$ cat config.mk
export PLATFORM = sky130hd
export DESIGN_NAME = regfile_multiport
export DESIGN_NICKNAME = d
export VERILOG_FILES = /design/src/rtl/regfile_multiport.sv
export SDC_FILE = /design/constraint.sdc
export NUM_CORES = 2
export LEC_CHECK = 0
export CAP_MARGIN = 20
export CORE_ASPECT_RATIO = 1.2
export CORE_MARGIN = 8
export CORE_UTILIZATION = 63
export CTS_CLUSTER_SIZE = 28
export DETAILED_ROUTE_END_ITERATION = 7
export GPL_TIMING_DRIVEN = 0
export PLACE_DENSITY = 0.87
export SYNTH_ARGS = -nofsm -noshare
export SYNTH_HDL_FRONTEND = slang
export SYNTH_SLANG_ARGS = --single-unit
$ cat constraint.sdc
create_clock -name clk_i -period 1.9 [get_ports clk_i]
set_input_delay 0.38 -clock clk_i [delete_from_list [all_inputs] [get_ports clk_i]]
set_output_delay 0.38 -clock clk_i [all_outputs]
set_load 0.02 [all_outputs]
$ cat src/rtl/regfile_multiport.sv
// regfile_multiport: DEPTH x WIDTH flop-based register file, one write port, NUM_RD registered read ports.
// Optional macro REGFILE_WR_BYPASS_EN selects write-first forwarding on same-edge read/write collisions.

module regfile_rd_port #(
    parameter int WIDTH = 32
) (
    input  logic             clk,
    input  logic             rst_n,
    input  logic             en,
    input  logic [WIDTH-1:0] word,
    output logic [WIDTH-1:0] data,
    output logic             valid
);
    // Data holds its last value when the port is idle; only valid drops.
    always_ff @(posedge clk or negedge rst_n) begin
        if (!rst_n) begin
            data  <= '0;
            valid <= 1'b0;
        end else begin
            valid <= en;
            if (en) data <= word;
        end
    end
endmodule

module regfile_multiport #(
    parameter  int WIDTH     = 32,
    parameter  int DEPTH     = 32,
    parameter  int NUM_RD    = 2,
    parameter  int ZERO_REG0 = 1,
    localparam int AW        = $clog2(DEPTH)
) (
    input  logic                    clk_i,
    input  logic                    rst_n_i,
    input  logic                    wr_en_i,
    input  logic [AW-1:0]           wr_addr_i,
    input  logic [WIDTH-1:0]        wr_data_i,
    input  logic [NUM_RD-1:0]       rd_en_i,
    input  logic [NUM_RD*AW-1:0]    rd_addr_i,
    output logic [NUM_RD*WIDTH-1:0] rd_data_o,
    output logic [NUM_RD-1:0]       rd_valid_o
);
    logic [DEPTH-1:0][WIDTH-1:0] mem;
    logic                        wr_ok;

    // Writes to register 0 are dropped when it is hardwired to zero.
    assign wr_ok = wr_en_i && !((ZERO_REG0 != 0) && (wr_addr_i == '0));

    always_ff @(posedge clk_i or negedge rst_n_i) begin
        if (!rst_n_i) mem <= '0;
        else if (wr_ok) mem[wr_addr_i] <= wr_data_i;
    end

    for (genvar p = 0; p < NUM_RD; p++) begin : g_rd
        logic [AW-1:0]    addr;
        logic [WIDTH-1:0] word;

        assign addr = rd_addr_i[p*AW +: AW];

        always_comb begin
            word = mem[addr];
`ifdef REGFILE_WR_BYPASS_EN
            if (wr_ok && (wr_addr_i == addr)) word = wr_data_i;
`endif
            // Zero override wins over forwarding.
            if ((ZERO_REG0 != 0) && (addr == '0)) word = '0;
        end

        regfile_rd_port #(.WIDTH(WIDTH)) u_port (
            .clk   (clk_i),
            .rst_n (rst_n_i),
            .en    (rd_en_i[p]),
            .word  (word),
            .data  (rd_data_o[p*WIDTH +: WIDTH]),
            .valid (rd_valid_o[p])
        );
    end
endmodule

==> run_summary.xml <==
<?xml version="1.0" encoding="UTF-8"?>
<metrics>
  <group name="setup_path">
    <metric name="timing.rr.end" unit="">g_rd[1].u_port.data[10]$_DFFE_PN0P_</metric>
    <metric name="cp_slowest_stage_delay" unit="ns">1.02</metric>
    <metric name="worstPathMaxFanout" unit="">10</metric>
    <metric name="cpMaxStageDelayCell" unit="">o211ai_1</metric>
    <metric name="worstSetupStartpoint" unit="">rd_addr_i[6]</metric>
    <metric name="critPathKind" unit="">primary input to flip-flop</metric>
    <metric name="arrival" unit="ns">2.84</metric>
    <metric name="worst-r2r-cell-count" unit="">3</metric>
    <metric name="critical_path_cell_list" unit="">buf_4, buf_6, buf_8, clkbuf_8, mux4_2, o211ai_1, a21oi_1</metric>
    <metric name="timing.reg2reg.setup_slack" unit="ns">-0.37</metric>
    <metric name="cp_data_required_time" unit="ns">2.42</metric>
    <metric name="worstSetupEndpoint" unit="">g_rd[1].u_port.data[10]$_DFFE_PN0P_</metric>
    <metric name="worstSetupEndpointType" unit="">flip-flop</metric>
    <metric name="r2r-start" unit="">mem[746]$_DFFE_PN0P_</metric>
    <metric name="critical_path.startpoint_type" unit="">primary input</metric>
  </group>
  <group name="layout">
    <metric name="drive_above_1_share" unit="">0.396</metric>
    <metric name="final_nets" unit="">4355</metric>
    <metric name="final_design_area_no_fill" unit="sq um">65400</metric>
    <metric name="flow.area_growth_from_synthesis" unit="%">15.2</metric>
  </group>
  <group name="synth">
    <metric name="synthTopCellsByArea" unit="">dfrtp_1 48%, mux2_2 14%, mux4_2 13%</metric>
    <metric name="synth.cell_area" unit="sq um">56700</metric>
    <metric name="edff_count_synth" unit="">0</metric>
    <metric name="synth_top_area_cell" unit="">dfrtp_1</metric>
    <metric name="synthFlopType" unit="">dfrtp_1</metric>
    <metric name="asyncSetResetFlopFracSynth" unit="">1.00</metric>
    <metric name="syn_inst" unit="">4025</metric>
    <metric name="yosys.cell_types.count" unit="">46</metric>
    <metric name="nets_in_the_synthesized_netlist" unit="">4077</metric>
    <metric name="synth.top_cells.by_count" unit="">1090 x dfrtp_1, 710 x mux2_2, 377 x mux2i_1, 346 x mux2_1, 324 x mux4_2</metric>
    <metric name="synth_area_per_cell" unit="sq um">14.1</metric>
    <metric name="ys_seq_elements" unit="">1090</metric>
    <metric name="synth-seq-area-share" unit="">0.481</metric>
    <metric name="synth_warnings" unit="">0</metric>
    <metric name="netlist.area_leader.share" unit="">0.481</metric>
    <metric name="yosys.cell_count.top_type" unit="">dfrtp_1</metric>
  </group>
  <group name="drt">
    <metric name="drt_iter0_drc" unit="">5582</metric>
    <metric name="via_count" unit="">42223</metric>
    <metric name="drt.antenna.violating_nets" unit="">0</metric>
    <metric name="wl_met3" unit="um">24300</metric>
    <metric name="route.detailed.vias_per_inst" unit="">7.59</metric>
    <metric name="maxUsedRoutingLayer" unit="">met5</metric>
    <metric name="detailedRoute.firstPassIterationCount" unit="">8</metric>
    <metric name="drc" unit="">0</metric>
    <metric name="route.detailed.wl_per_inst" unit="um">35.9</metric>
    <metric name="met1Wirelength" unit="um">65500</metric>
    <metric name="total_length_of_routed_met2_wires" unit="um">89100</metric>
    <metric name="totalWireLength" unit="um">200000</metric>
  </group>
  <group name="clock_tree">
    <metric name="clk_pin_slew_worst_paths" unit="ns">0.06</metric>
    <metric name="cts_htree_levels" unit="">3</metric>
    <metric name="clk_path_buf_depth" unit="">3</metric>
    <metric name="tritoncts.num_buffers" unit="">109</metric>
    <metric name="cts.root.buffer_cell" unit="">clkbuf_16</metric>
    <metric name="cts_tree" unit="">yes</metric>
    <metric name="clock-sinks" unit="">1090</metric>
    <metric name="skew_pair_late_insertion_delay" unit="ns">0.73</metric>
  </group>
  <group name="grt">
    <metric name="wire_length_of_the_first_global_routing_pass" unit="um">288000</metric>
    <metric name="antenna_found_initial" unit="">13</metric>
    <metric name="vias_in_the_first_global_route" unit="">43390</metric>
    <metric name="track_usage" unit="">0.392</metric>
    <metric name="grt_start_max_net_pins" unit="">152</metric>
    <metric name="globalRouteOverflowTotal" unit="">0</metric>
  </group>
  <group name="outcome">
    <metric name="violations" unit="">negative hold slack, negative setup slack</metric>
    <metric name="outcome" unit="">finished with violations</metric>
  </group>
  <group name="placement">
    <metric name="gp_congestion" unit="">0.975</metric>
    <metric name="dp_hpwl" unit="um">132000</metric>
    <metric name="io_buffers" unit="">109</metric>
    <metric name="placedInstanceArea" unit="sq um">60100</metric>
  </group>
  <group name="timing">
    <metric name="timing.final.max_slew_violations" unit="">0</metric>
    <metric name="fin_skew" unit="ns">0.0393</metric>
    <metric name="rsz0062_at_grt" unit="">true</metric>
    <metric name="final.min_clock_period" unit="ns">2.32</metric>
    <metric name="achievable-frequency" unit="MHz">431</metric>
    <metric name="count_of_final_hold_check_violations" unit="">100</metric>
    <metric name="pnr_worst_setup_slack" unit="ns">-0.418</metric>
    <metric name="hold_ws" unit="ns">-0.389</metric>
    <metric name="max-slew-margin-rel" unit="">0.121</metric>
    <metric name="timing.final.setup_violations" unit="">419</metric>
    <metric name="final_worst_path_cycle_share" unit="">1.22</metric>
    <metric name="tightestPinTransition" unit="ns">1.32</metric>
  </group>
  <group name="floorplan">
    <metric name="die_area" unit="sq um">100000</metric>
    <metric name="io-pin-count" unit="">118</metric>
    <metric name="row_count" unit="">120</metric>
    <metric name="die_h" unit="um">345</metric>
    <metric name="start_util" unit="">0.636</metric>
    <metric name="floorplan.die.width" unit="um">290</metric>
    <metric name="floorplan.core_area" unit="sq um">89200</metric>
  </group>
  <group name="pwr">
    <metric name="power.total" unit="mW">67.9</metric>
    <metric name="power_leakage" unit="nW">28.9</metric>
    <metric name="pwr_density_cell" unit="nW/um^2">1040</metric>
    <metric name="ir_worst_vdd" unit="uV">979</metric>
  </group>
  <group name="worst_hold_path">
    <metric name="hp-class" unit="">primary input to asynchronous set/reset pin</metric>
  </group>
  <group name="flow_run">
    <metric name="max_cap_violations" unit="">0</metric>
  </group>
</metrics>
per-layer routing:
layer / GRT usage / up-vias
met2: 0.598 / 3500
li1: - / 15973
met4: 0.320 / 6
met5: 0.00585 / -
met1: 0.450 / 21580
met3: 0.133 / 1164
worst min path at each step:
stage	start	endpoint	slack, ns	cells after the start
5_1_grt	rst_n_i	mem[1015]$_DFFE_PN0P_	-0.36	1
3_5_place_dp	rst_n_i	mem[1016]$_DFFE_PN0P_	0.37	1
4_1_cts	rst_n_i	mem[1016]$_DFFE_PN0P_	-0.37	1
6_report	rst_n_i	mem[1015]$_DFFE_PN0P_	-0.39	1
3_3_place_gp	mem[2]$_DFFE_PN0P_	mem[2]$_DFFE_PN0P_	0.46	1
2_1_floorplan	rst_n_i	g_rd[0].u_port.data[0]$_DFFE_PN0P_	0.08	0
kinds of logic (layout without fill, tap and decap cells):
| family | Yosys count | after routing | share of synthesized area |
|---|---|---|---|
| simple gates | 221 | 221 | 0.0177 |
| other cells | 0 | 10 | 0 |
| flops | 1090 | 1090 | 0.481 |
| buf+inv | 455 | 822 | 0.0356 |
| compound gates | 502 | 502 | 0.0614 |
| mux | 1757 | 1757 | 0.405 |
registers in the layout, indices dropped and copies added, names as in the netlist:
name               cells
g_rd.u_port.valid      2
g_rd.u_port.data      64
mem                 1024
where the power goes:
part	switching (mW)	internal (mW)	leakage, nW
Combinational	6.52	7.62	13.1
Clock	9.70	12.9	1.82
Sequential	3.63	27.5	14.0
Total	19.8	48.0	28.9
worst max-delay path, delay by kind of cell:
family,cells,cell delay (ns)
AOI/OAI and AO/OA,2,1.19
buffers and inverters,4,0.90
muxes,1,0.32
what timing repair did:
item	CTS	global route
setup buffers	21	22
endpoints found under the setup margin	1380	938
hold endpoints to repair	100	100
pin swaps	22	25
cloned	3	1
resized for setup	470	144
layout by cell type, fill, tap and decap left out, drive strengths merged, types with 3 or more instances in the layout:
cell type	Yosys	routed
dfrtp	1090	1090
nor2b	8	8
dlygate4sd2	0	22
nor3b	4	4
mux2i	377	377
inv	4	7
nor4	4	4
nand2	47	47
mux2	1056	1056
mux4	324	324
bufbuf	0	3
nand3b	5	5
or3	5	5
clkbuf	254	444
diode	0	10
nand4b	3	3
a21oi	95	95
clkdlybuf4s15	0	26
o211ai	61	61
o22ai	93	93
clkdlybuf4s50	0	34
a221oi	30	30
o21ai	63	63
nor3	11	11
nor4b	4	4
clkinv	0	27
a22oi	30	30
o22a	30	30
buf	197	246
bufinv	0	10
nand2b	6	6
a2111oi	62	62
a2bb2oi	31	31
nand3	4	4
nor2	115	115
layout make-up:
class	count	area [sq um]
antenna	10	25.0
buffer	447	2740
clock buffer	158	3150
clock inverter	42	538
fill	5274	23800
inverter	4	15.0
multi-input combinational	2480	28400
sequential	1090	27300
tap	1159	1450
timing repair buffer	171	1730
metrics by stage:
stage               utilization  cells  setup slack [ns]  TNS (ns)
floorplan                     -   4025           -0.0643     -3.38
global placement          0.671   5293            -47.91         -
detailed placement        0.673   5301             -2.34  -1499.29
CTS                       0.727   5522            -0.122     -5.79
global route              0.733   5552            -0.355    -17.58
finish                    0.733   5561            -0.418    -20.38
(Power assumes the default switching activity.)
